$ cat config.mk
export PLATFORM = sky130hd
export DESIGN_NAME = vga_timing_ctrl
export DESIGN_NICKNAME = d
export VERILOG_FILES = /design/src/rtl/vga_timing_pkg.sv /design/src/rtl/vga_axis_timer.sv /design/src/rtl/vga_timing_ctrl.sv
export SDC_FILE = /design/constraint.sdc
export NUM_CORES = 1
export LEC_CHECK = 0
export ABC_AREA = 1
export CAP_MARGIN = 40
export CORE_ASPECT_RATIO = 0.75
export CORE_UTILIZATION = 40
export DETAILED_ROUTE_END_ITERATION = 10
export GPL_TIMING_DRIVEN = 1
export PLACE_DENSITY = 0.61
export SYNTH_ARGS = -nofsm -noshare
export SYNTH_HDL_FRONTEND = slang
export SYNTH_HIERARCHICAL = 1
export SYNTH_SLANG_ARGS = --single-unit
$ cat constraint.sdc
create_clock -name clk -period 3.6 [get_ports clk]
set_input_delay 0.54 -clock clk [delete_from_list [all_inputs] [get_ports clk]]
set_output_delay 0.54 -clock clk [all_outputs]
set_load 0.05 [all_outputs]
$ cat src/rtl/vga_timing_pkg.sv
// rtl/vga_timing_pkg.sv - default 800x600@60 timing constants and phase encoding for the VGA timing block
package vga_timing_pkg;

  localparam int DEF_H_ACTIVE = 800;
  localparam int DEF_H_FRONT  = 40;
  localparam int DEF_H_SYNC   = 128;
  localparam int DEF_H_BACK   = 88;
  localparam int DEF_V_ACTIVE = 600;
  localparam int DEF_V_FRONT  = 1;
  localparam int DEF_V_SYNC   = 4;
  localparam int DEF_V_BACK   = 23;

  localparam int H_TOTAL = DEF_H_ACTIVE + DEF_H_FRONT + DEF_H_SYNC + DEF_H_BACK;
  localparam int V_TOTAL = DEF_V_ACTIVE + DEF_V_FRONT + DEF_V_SYNC + DEF_V_BACK;

  localparam int H_CNT_W = 11;
  localparam int V_CNT_W = 10;

  typedef enum logic [1:0] {
    PH_ACTIVE = 2'd0,
    PH_FRONT  = 2'd1,
    PH_SYNC   = 2'd2,
    PH_BACK   = 2'd3
  } phase_e;

  // Pin level for a sync signal given whether it is asserted and its polarity.
  function automatic logic sync_level(input logic asserted, input logic pos);
    return asserted ? pos : ~pos;
  endfunction

endpackage

$ cat src/rtl/vga_axis_timer.sv
// rtl/vga_axis_timer.sv - one axis of the raster: phase FSM plus position counter
module vga_axis_timer
  import vga_timing_pkg::*;
#(
  parameter int ACTIVE = DEF_H_ACTIVE,
  parameter int FRONT  = DEF_H_FRONT,
  parameter int SYNC   = DEF_H_SYNC,
  parameter int BACK   = DEF_H_BACK,
  parameter int W      = H_CNT_W
) (
  input  logic         clk,
  input  logic         rst,
  input  logic         step,
  output logic         wrap,
  output phase_e       phase,
  output logic [W-1:0] count
);

  localparam int TOTAL = ACTIVE + FRONT + SYNC + BACK;
  localparam logic [W-1:0] LAST_ACTIVE = W'(ACTIVE - 1);
  localparam logic [W-1:0] LAST_FRONT  = W'(ACTIVE + FRONT - 1);
  localparam logic [W-1:0] LAST_SYNC   = W'(ACTIVE + FRONT + SYNC - 1);
  localparam logic [W-1:0] LAST        = W'(TOTAL - 1);

  phase_e       phase_next;
  logic [W-1:0] count_next;

  always_ff @(posedge clk) begin
    if (rst) begin
      phase <= PH_ACTIVE;
      count <= '0;
    end else begin
      phase <= phase_next;
      count <= count_next;
    end
  end

  // Phase boundaries are absolute count values, so the phase and count never drift apart.
  always_comb begin
    phase_next = phase;
    count_next = count;
    wrap       = 1'b0;
    if (step) begin
      count_next = count + W'(1);
      unique case (phase)
        PH_ACTIVE: if (count == LAST_ACTIVE) phase_next = PH_FRONT;
        PH_FRONT:  if (count == LAST_FRONT)  phase_next = PH_SYNC;
        PH_SYNC:   if (count == LAST_SYNC)   phase_next = PH_BACK;
        PH_BACK: begin
          if (count == LAST) begin
            phase_next = PH_ACTIVE;
            count_next = '0;
            wrap       = 1'b1;
          end
        end
      endcase
    end
  end

endmodule

$ cat src/rtl/vga_timing_ctrl.sv
// rtl/vga_timing_ctrl.sv - VGA raster timing with registered syncs, coordinates and per-frame update window
// Optional frame-overrun detection (tear output) is built when TEAR_DETECT_EN is defined.
module vga_timing_ctrl
  import vga_timing_pkg::*;
#(
  parameter int H_ACTIVE = DEF_H_ACTIVE,
  parameter int H_FRONT  = DEF_H_FRONT,
  parameter int H_SYNC   = DEF_H_SYNC,
  parameter int H_BACK   = DEF_H_BACK,
  parameter int V_ACTIVE = DEF_V_ACTIVE,
  parameter int V_FRONT  = DEF_V_FRONT,
  parameter int V_SYNC   = DEF_V_SYNC,
  parameter int V_BACK   = DEF_V_BACK,
  parameter int SYNC_POS = 1
) (
  input  logic       clk,
  input  logic       rst,
  input  logic       ce,
  output logic       hsync,
  output logic       vsync,
  output logic       active,
  output logic [9:0] x,
  output logic [9:0] y,
  output logic       line_start,
  output logic       update_go,
`ifdef TEAR_DETECT_EN
  input  logic       update_busy,
  output logic       tear
`else
  input  logic       update_busy
`endif
);

  localparam logic SYNC_ON = (SYNC_POS != 0);
  localparam logic [V_CNT_W-1:0] V_FRONT_ENTRY = V_CNT_W'(V_ACTIVE);

  logic               h_wrap;
  logic               v_wrap;
  phase_e             h_phase;
  phase_e             v_phase;
  logic [H_CNT_W-1:0] hcnt;
  logic [V_CNT_W-1:0] vcnt;
  logic               in_active;
  logic               line_begin;

  vga_axis_timer #(
    .ACTIVE(H_ACTIVE), .FRONT(H_FRONT), .SYNC(H_SYNC), .BACK(H_BACK), .W(H_CNT_W)
  ) u_h_timer (
    .clk   (clk),
    .rst   (rst),
    .step  (ce),
    .wrap  (h_wrap),
    .phase (h_phase),
    .count (hcnt)
  );

  vga_axis_timer #(
    .ACTIVE(V_ACTIVE), .FRONT(V_FRONT), .SYNC(V_SYNC), .BACK(V_BACK), .W(V_CNT_W)
  ) u_v_timer (
    .clk   (clk),
    .rst   (rst),
    .step  (ce & h_wrap),
    .wrap  (v_wrap),
    .phase (v_phase),
    .count (vcnt)
  );

  assign in_active  = (h_phase == PH_ACTIVE) && (v_phase == PH_ACTIVE);
  assign line_begin = (hcnt == '0);

  // Outputs are a one-cycle registered image of the counters; pulses drop whenever ce is low.
  always_ff @(posedge clk) begin
    if (rst) begin
      hsync      <= ~SYNC_ON;
      vsync      <= ~SYNC_ON;
      active     <= 1'b0;
      x          <= '0;
      y          <= '0;
      line_start <= 1'b0;
      update_go  <= 1'b0;
    end else if (ce) begin
      hsync      <= sync_level(h_phase == PH_SYNC, SYNC_ON);
      vsync      <= sync_level(v_phase == PH_SYNC, SYNC_ON);
      active     <= in_active;
      x          <= in_active ? hcnt[9:0] : '0;
      y          <= in_active ? vcnt : '0;
      line_start <= line_begin;
      update_go  <= line_begin && (vcnt == V_FRONT_ENTRY);
    end else begin
      line_start <= 1'b0;
      update_go  <= 1'b0;
    end
  end

`ifdef TEAR_DETECT_EN
  logic frame_begin;
  logic unused_wrap;
  assign frame_begin = line_begin && (vcnt == '0);
  assign unused_wrap = v_wrap;

  // Game logic still busy when the next frame starts means it overran its window.
  always_ff @(posedge clk) begin
    if (rst) begin
      tear <= 1'b0;
    end else if (ce && frame_begin && update_busy) begin
      tear <= 1'b1;
    end
  end
`else
  logic unused_inputs;
  assign unused_inputs = update_busy ^ v_wrap;
`endif

endmodule

---- After elaboration in Yosys (flattened, before gate mapping) ----
Cells that the tools add are included.
operators by class
  reduce and logical (&&, ||, !) cells .... 8
  multiplexer cells ....................... 21
  $add $sub $neg .......................... 2
  bitwise logic cells ..................... 2
  eq/ne operators ......................... 22
operator list
  cell                     count
  $eq A10 B10 Y1 const B   4
  $mux W10                 4
  $eq A11 B10 Y1 const B   3
  $mux W11                 2
  $mux W2                  8
  $pmux W2 S4              2
  $ne A2 B1 Y1 const B     7
  $add A11 B1 Y11 const B  1
  $eq A11 B11 Y1 const B   1
  $logic_not A11 Y1        1
  $add A10 B1 Y10 const B  1
  $reduce_and A5 Y1        2
  $eq A2 B2 Y1 const B     4
  $mux W1                  5
  $eq A2 B1 Y1 const B     2
  $logic_not A2 Y1         2
  $logic_and A1 B1 Y1      2
  $ne A2 B2 Y1 const B     1
  $reduce_or A2 Y1         1
  $and A1 B1 Y1            1
  $not A1 Y1               1
word-level totals
  bits in registers ....................... 50
  bits of input ports ..................... 4
  output and inout port bits .............. 25

---- Depth between registers and ports, before layout ----
Gate-level depths: netlist of the first run.
  depth in word-level cells ............... 6
  mapped depth ............................ 16
  gate-level depth less buffers ........... 15

---- Cells and area by module ----
Netlist of the first run, hierarchy kept.
modules (own cells, without submodules)
  module                       instances  area each (um2)  cells an instance  seq. area each (um2)
  vga_timing_ctrl              1          1032.2           135                500.5
  vga_axis_timer at u_h_timer  1          818.3            116                260.2
  vga_axis_timer at u_v_timer  1          792.0            111                240.2

---- Least setup slack after synthesis of the first run ----
No wires, ideal clock.
  path kind ............................... register to register
  from .................................... register u_h_timer.count[0]
  to ...................................... register u_v_timer.count[5]
  setup time .............................. 0.116 ns
  slack ................................... 1.648 ns
  cell stages (with the launch flop) ...... 15
  data required time ...................... 3.484 ns
  buffers on the path ..................... 1
  arrival ................................. 1.835 ns
  cells stage by stage .................... dfxtp_1 ha_1 nand2_2 nor2_1 nand3_1 nor2_2 nand2_1 inv_1 buf_2 nand2_2 nor3_4 nand2_2 nor2_4 xor2_1 nor2_1
between the ends
  cells in the longest elaborated chain, start to end .. 5
ends and longest elaborated chain
  item                      RTL line               text
  start: declaration        vga_axis_timer.sv:16   output logic [W-1:0] count
  start signal: assignment  vga_axis_timer.sv:34   count <= count_next;
  $eq A11 B11 Y1            vga_axis_timer.sv:50   if (count == LAST) begin
  $mux W1                   vga_axis_timer.sv:50
  $mux W1                   vga_axis_timer.sv:45   unique case (phase)
  $mux W1                   vga_axis_timer.sv:43   if (step) begin
  net h_wrap                vga_timing_ctrl.sv:37  logic h_wrap;
  $and A1 B1 Y1             vga_timing_ctrl.sv:62  .step (ce & h_wrap),
  end signal: assignment    vga_axis_timer.sv:34
  end: declaration          vga_axis_timer.sv:16
The timed path passes the listed nets, and every way through them passes these cells.
A chain may end at the register's enable or synchronous reset.

---- Worst setup path in the final report of the first run ----
  from .................................... register u_h_timer.count[0]
  to ...................................... register u_v_timer.count[7]
The elaborated chain is that of the path after synthesis.

==> results.md, run 1 <==
- Outcome: finished clean
- FP Rows: 25
- Tot GR Track Use: 0.178
- Worst R2R Start: u_h_timer/count[0]$_SDFFE_PP0P_
- Routed Antenna Nets: 0
- Setup Buffers After CTS: 0
- Final setup TNS: 0 ns
- WP data arrival: ~2.6 ns
- CTS tree: yes
- Post-layout net count: a little over 400
- Internal power: 0.000723 W
- Area Growth Syn to Fin: 16.1%
- Min cycle time layout: ~2.3 ns
- Final Hold Fails: 0
- Initial core utilization: 0.416
- Post-Syn Area: roughly 0.0026 mm²
- DIE HEIGHT: 72.3 µm
- Final period util: 0.642
- Clk sink count: 50
- Worst Clk Skew: 0.0112 ns
- Actual slew at the worst max-slew pin: 0.718 ns
- CP Capture Type: flop
- Startpoint types: flop
- Core ar.: 0.00635 mm²
- Hold Startpoint: x[2]$_SDFFE_PP0P_
- Via/cell ratio: 4.78
- PwrDens: 323 mW/mm²
- Sw Ratio: 0.268
- DRC viols: 0
- Max-slew violation count: 0
- Die Area: about 0.0069 mm²
- Mapped Nets: 380
- Vias in the first global route: between 2000 and 2500
- Filler instances: around 640
- Crit path buffers/inverters: 2
- Hold_buf cts: 0
- Critical Path RT: 3.86 ns
- Wirelength per Cell: 12.3 µm
- Final instance area: 0.00306 mm²
- P_leak: 1.22 nW
- Die W: 95.8 µm
- # diodes: 0
- Syn Inst Count: 361
- Kind of critical path: flop to flop
- Area after DPL: roughly 0.003 mm²
- Clk pwr share: 0.367
- Grt ovf: 0
- Most frequent CP cell: nand2_2
- Unrepaired setup endpoints after global routing: false
- Cell breakdown of the critical path: ha_1, nand2_2, nor2_1, nand3_1, nor2_2, nand2_1, inv_1, nand2_2, nor3_4, nand2_2, nor2_4, nand3_2, nand2_1, inv_1, nor2_1
- R2R Setup Slk: 1.29 ns
- Highest Clock Rate: 0.432 GHz
- Vias: 2241
- Worst relative slew slack: 0.521
- # resized after CTS: 0
- Register share of total power: 0.570
- Combinational power share: 0.063
- Clk pin slew, worst setup/hold paths: between 0.1 and 0.15 ns
- Final setup vio count: 0
- PortBufs: 27
- CP peak stage delay: 0.44 ns
- Post-Syn Area per Cell: 7.31 µm²
- Latest clock arrival within the worst-skew pair: around 0.32 ns
- Iteration-0 DRC Markers: 171
- Peak VDD IR: 0.191 mV
- Share of layout cells above drive strength 1: 0.108
- Max-cap violations: 0
- Hold Path Class: flop to flop
- Num ports: 29
- Initial antenna violation count: 0
- DRT Pass-1 Iters: 5
- Num CTS Buffers: 5
- Largest net degree at the start of global routing: 24
- Reg2reg path depth: 15
- First-pass GRT wire length: around 9.5 mm
- CTS max path bufs: 2
- WL final: between 5 and 6 mm
- Hold Crit Endpoint: x[2]$_SDFFE_PP0P_
- Worst r2r dst: u_v_timer/count[7]$_SDFFE_PP0P_
- H-tree lvl count: 2
- Critical path's top delay family: simple AND/OR/NAND/NOR gates
- Detail Placement HPWL: ~4.2 mm
- Final Wtd Congestion: approximately 0.83
- Critical-path maximum fanout: 7
- NetSw: 0.000265 W
- WHS Path Cells: 2
- Slowest cell on crit path: dfxtp_1
- Clk root buf: clkbuf_8
- Yosys Warn Count: 6
## per-layer routing
layer / track usage / share of wire / vias up
met3: 0.0419 / 0.049 / 6
met5: 0 / 0 / -
met4: 0.0580 / 0.014 / 0
met2: 0.255 / 0.39 / 50
met1: 0.259 / 0.55 / 981
li1: - / - / 1204
## power by group through the flow
stage	sequential (W)	combinational (W)	clock [W]
6_report	0.000563	0.0000622	0.000363
5_1_grt	0.000565	0.0000680	0.000399
4_1_cts	0.000564	0.0000630	0.000374
3_5_place_dp	0.000576	0.0000629	0
3_3_place_gp	0.000576	0.0000625	0
2_1_floorplan	0.000586	0.0000339	0
## how the worst max path moves through the flow
stage                                     from                              end  slack (ns)  depth (start not counted)
3_5_place_dp                                ce  u_v_timer/count[7]$_SDFFE_PP0P_        1.06                         13
6_report       u_h_timer/count[0]$_SDFFE_PP0P_  u_v_timer/count[7]$_SDFFE_PP0P_        1.29                         15
4_1_cts        u_h_timer/count[0]$_SDFFE_PP0P_  u_v_timer/count[7]$_SDFFE_PP0P_        1.25                         15
3_3_place_gp                                ce  u_v_timer/count[5]$_SDFFE_PP0P_        1.10                         11
5_1_grt        u_h_timer/count[0]$_SDFFE_PP0P_  u_v_timer/count[7]$_SDFFE_PP0P_        1.03                         15
2_1_floorplan  u_h_timer/count[0]$_SDFFE_PP0P_  u_v_timer/count[5]$_SDFFE_PP0P_        1.65                         14
## worst min-delay path, delay by kind of cell, from the launching register on
kind	cells	cell delay, ns
flip-flops	1	0.32
AND/OR/NAND/NOR	1	0.06
AO/OA/AOI/OAI	1	0.05
## sequential cells by signal, summed over array words and instances (netlist names)
register	count
active	1
u_h_timer/phase	2
vsync	1
line_start	1
hsync	1
y	10
x	10
update_go	1
u_v_timer/phase	2
u_h_timer/count	11
u_v_timer/count	10
## layout make-up
class	count	area, µm²	area share
sequential	50	1000	0.327
clock inverter	3	28.8	0.00939
inverter	42	158	0.0514
timing repair buffer	31	300	0.0980
multi-input combinational	257	1410	0.459
tap	81	101	0.0331
clock buffer	5	68.8	0.0225
## cell usage in the layout (no fill, tap or decap)
cell type and instances:
clkinv_4 1, clkdlybuf4s50_1 27, o211a_1 1, inv_1 38
nand4_1 23, nor3b_1 2, xnor2_1 1, clkbuf_8 5
nor3_4 2, o21ai_1 1, buf_4 4, a21oi_1 24
mux2i_1 1, inv_6 1, nor2_2 9, a31oi_1 1
nor3_1 3, nand2_2 4, xor2_1 7, nor3b_2 3
or2_2 2, nand2_1 80, inv_8 1, nor2_4 2
nor2_1 52, a21oi_2 1, ha_1 15, nand4_2 1
nand3_1 18, o21ai_0 2, nand3_2 2, dfxtp_1 50
inv_2 4
## per-stage QoR
step | setup WS [ns] | util | hold slack (ns) | total power (W) | std cells
floorplan | 1.65 | - | 0.493 | 0.000620 | 361
global placement | 1.10 | 0.467 | 0.455 | 0.000639 | 461
detailed placement | 1.06 | 0.467 | 0.457 | 0.000639 | 461
CTS | 1.25 | 0.483 | 0.474 | 0.00100 | 469
global route | 1.03 | 0.483 | 0.489 | 0.00103 | 469
finish | 1.29 | 0.483 | 0.470 | 0.000989 | 469
Power figures use the tool's default switching activity.
==> run 2, diff against run 1 <==
==> constraint.sdc (replaced) <==
create_clock -name clk -period 2.3 [get_ports clk]
set_input_delay 0.345 -clock clk [delete_from_list [all_inputs] [get_ports clk]]
set_output_delay 0.345 -clock clk [all_outputs]
set_load 0.05 [all_outputs]
==> run 2 against run 1 <==
First-iteration DRC count fell by 28%; die area did not move; sequential share of layout area fell by 0.38 points; total power rose by 52%; global-route usage rose by 1.3 points; clock skew rose by 0.0030 ns; clock power rose by 43%; highest routed layer unchanged.
==> results.md, run 2 (synthesis gave the netlist of run 1 again) <==
- Footprint of the multi-input gates: 0.00141 mm² (about the same)
- Critical Path RT: 2.50 ns (was 3.86 ns)
- Biggest register: u_h_timer/count (unchanged)
- Actual slew at the worst max-slew pin: 0.692 ns (was 0.718 ns)
- Share of layout cells above drive strength 1: 0.124 (was 0.108)
- Dpl ws: 0.169 ns (was 1.06 ns)
- Pwr Total: 0.00151 W (was 0.000989 W)
- First-pass GRT wire length: 10.3 mm (was 9.46 mm)
- Vias: 2311 (was 2241)
- Met2 Use GR: 0.275 (was 0.255)
- Min cycle time layout: 2.08 ns (was 2.31 ns)
- Tot GR Track Use: 0.191 (was 0.178)
- Most frequent cells in the layout: 80 x nand2_1, 51 x nor2_1, 50 x dfxtp_1, 37 x inv_1, 27 x clkdlybuf4s50_1 (was 80 x nand2_1, 52 x nor2_1, 50 x dfxtp_1, 38 x inv_1, 27 x clkdlybuf4s50_1)
- Peak VDD IR: 0.394 mV (was 0.191 mV)
- Final Hold Fails: 0 (unchanged)
- Routed Antenna Nets: 0 (unchanged)
- Iteration-0 DRC Markers: 123 (was 171)
- Combinational power share: 0.072 (was 0.063)
- Final worst setup slack: 0.217 ns (was 1.29 ns)
- Detail Placement HPWL: 4.31 mm (was 4.19 mm)
- DRT Pass-1 Iters: 4 (was 5)
- Max-cap violations: 0 (unchanged)
- Clk pin slew, worst setup/hold paths: 0.09 ns (was 0.11 ns)
- Worst Clk Skew: 0.0141 ns (was 0.0112 ns)
- FP Rows: 25 (unchanged)
- Max FFs per register: 11 (unchanged)
- Sw Ratio: 0.253 (was 0.268)
- Num CTS Buffers: 5 (unchanged)
- Unrepaired setup endpoints after global routing: false (unchanged)
- Dpl cells: 467 (was 461)
- Largest net degree at the start of global routing: 23 (was 24)
- Highest Clock Rate: 0.480 GHz (was 0.432 GHz)
- Final setup TNS: 0 ns (unchanged)
- Clk sink count: 50 (unchanged)
- Util after Layout: 0.488 (was 0.483)
- DRC viols: 0 (unchanged)
- P_leak: 1.24 nW (was 1.22 nW)
- Kind of critical path: flop to flop (unchanged)
- Filler instances: 671 (was 644)
- Core ar.: 0.00635 mm² (unchanged)
- CTS tree: yes (unchanged)
- WL final: 6.02 mm (was 5.79 mm)
- GR Layer Usage met1: 0.287 (was 0.259)
- DIE HEIGHT: 72.3 µm (unchanged)
- Die Area: 0.00693 mm² (unchanged)
- Worst relative slew slack: 0.538 (was 0.521)
- Vias in the first global route: 2185 (was 2025)
- Initial core utilization: 0.416 (unchanged)
- CTS max path bufs: 2 (unchanged)
- Outcome: finished clean (unchanged)
- Area Growth Syn to Fin: 17.5% (was 16.1%)
- H-tree lvl count: 2 (unchanged)
- Register share of total power: 0.583 (was 0.570)
- CP Capture Type: flop (unchanged)
- Grt ovf: 0 (unchanged)
- Critical-path maximum fanout: 5 (was 7)
- Grt peak-use layer: met1 (unchanged)
- Commonest non-fill, non-tap cell in the layout: nand2_1 (unchanged)
- Startpoint types: flop (unchanged)
- FF/Latch Area: 0.00100 mm² (unchanged)
- Wirelength per Cell: 12.7 µm (was 12.3 µm)
- Met3 global-route usage: 0.0430 (was 0.0419)
- Setup Buffers After CTS: 0 (unchanged)
- Latest clock arrival within the worst-skew pair: 0.30 ns (was 0.32 ns)
- Num ports: 29 (unchanged)
- NetSw: 0.000382 W (was 0.000265 W)
- Die W: 95.8 µm (unchanged)
- Post-layout net count: 412 (was 406)
- Max-slew violation count: 0 (unchanged)
- # diodes: 0 (unchanged)
- Final Wtd Congestion: 0.826 (was 0.828)
- Final period util: 0.906 (was 0.642)
- Initial antenna violation count: 0 (unchanged)
- PwrDens: 486 mW/mm² (was 323 mW/mm²)
- PortBufs: 27 (unchanged)
- Internal power: 0.00112 W (was 0.000723 W)
- WP data arrival: 2.28 ns (was 2.57 ns)
- Clk root buf: clkbuf_8 (unchanged)
- Final setup vio count: 0 (unchanged)
- Layout Cells excl Fill: 475 (was 469)
- Via/cell ratio: 4.87 (was 4.78)
- Hold Path Class: flop to flop (unchanged)
- Clk pwr share: 0.345 (was 0.367)
-- run 2: cell count changes in the layout (fill, tap and decap cells not counted) --
| cell | previous run | this run |
|---|---|---|
| buf_4 | 4 | 10 |
| clkbuf_1 | 0 | 1 |
| clkinv_2 | 0 | 1 |
| inv_1 | 38 | 37 |
| inv_2 | 4 | 5 |
| inv_6 | 1 | 0 |
| inv_8 | 1 | 0 |
| nor2_1 | 52 | 51 |
| nor2_2 | 9 | 10 |
-- run 2: cell type report --
cell class	count	share of cell area
multi-input cells	257	0.454
well taps	81	0.0327
flip-flops and latches	50	0.323
repair buffers	37	0.111
clock inverters	2	0.00444
clock buffers	6	0.0234
inverters	42	0.0508
-- run 2: path summary, 6_finish.rpt --
| kind | slack, ns | end | from | depth (start not counted) |
|---|---|---|---|---|
| hold / removal | 0.47 | active$_SDFFE_PP0P_ | active$_SDFFE_PP0P_ | 2 |
| setup / recovery | 0.22 | u_v_timer/count[5]$_SDFFE_PP0P_ | u_h_timer/count[1]$_SDFFE_PP0P_ | 13 |
| setup reg to reg | 0.22 | u_v_timer/count[5]$_SDFFE_PP0P_ | u_h_timer/count[1]$_SDFFE_PP0P_ | 13 |
| hold reg to reg | 0.47 | active$_SDFFE_PP0P_ | active$_SDFFE_PP0P_ | 2 |
-- run 2: timing repair --
item | in CTS | in global routing
endpoints found under the setup margin | 0 | 4
resized for setup | 0 | 2
hold endpoints to repair | 0 | 0
hold buffers | 0 | 0
-- run 2: metrics by stage --
stage / area, µm² / hold slack, ns
floorplan: 2640 / 0.414
global placement: 3010 / 0.456
detailed placement: 3010 / 0.456
CTS: 3100 / 0.471
global route: 3100 / 0.487
finish: 3100 / 0.470
-- run 2: critical path: stages (launching register included) --
cell	delay [ns]
dfxtp_1	0.35
ha_1	0.16
nand2_2	0.09
nor2_1	0.18
nand3_1	0.16
nor2_2	0.15
nand2_1	0.09
inv_2	0.12
nand2_2	0.08
nor3_4	0.15
nand2_2	0.09
nor2_4	0.16
xor2_1	0.16
nor2_1	0.05
-- run 2: per-layer routing --
| metal | wire (µm) | share of wire | up-vias |
|---|---|---|---|
| met2 | 2390 | 0.40 | 54 |
| met1 | 3230 | 0.54 | 1029 |
| met4 | 39 | 0.0065 | 0 |
| met5 | 0 | 0 | - |
| met3 | 350 | 0.058 | 4 |
| li1 | - | - | 1224 |
-- run 2: power groups by stage --
stage / clock (W) / sequential [W] / combinational [W]
2_1_floorplan: 0 / 0.000918 / 0.0000530
3_3_place_gp: 0 / 0.000898 / 0.000108
3_5_place_dp: 0 / 0.000898 / 0.000109
4_1_cts: 0.000529 / 0.000878 / 0.000109
5_1_grt: 0.000568 / 0.000879 / 0.000120
6_report: 0.000520 / 0.000878 / 0.000109
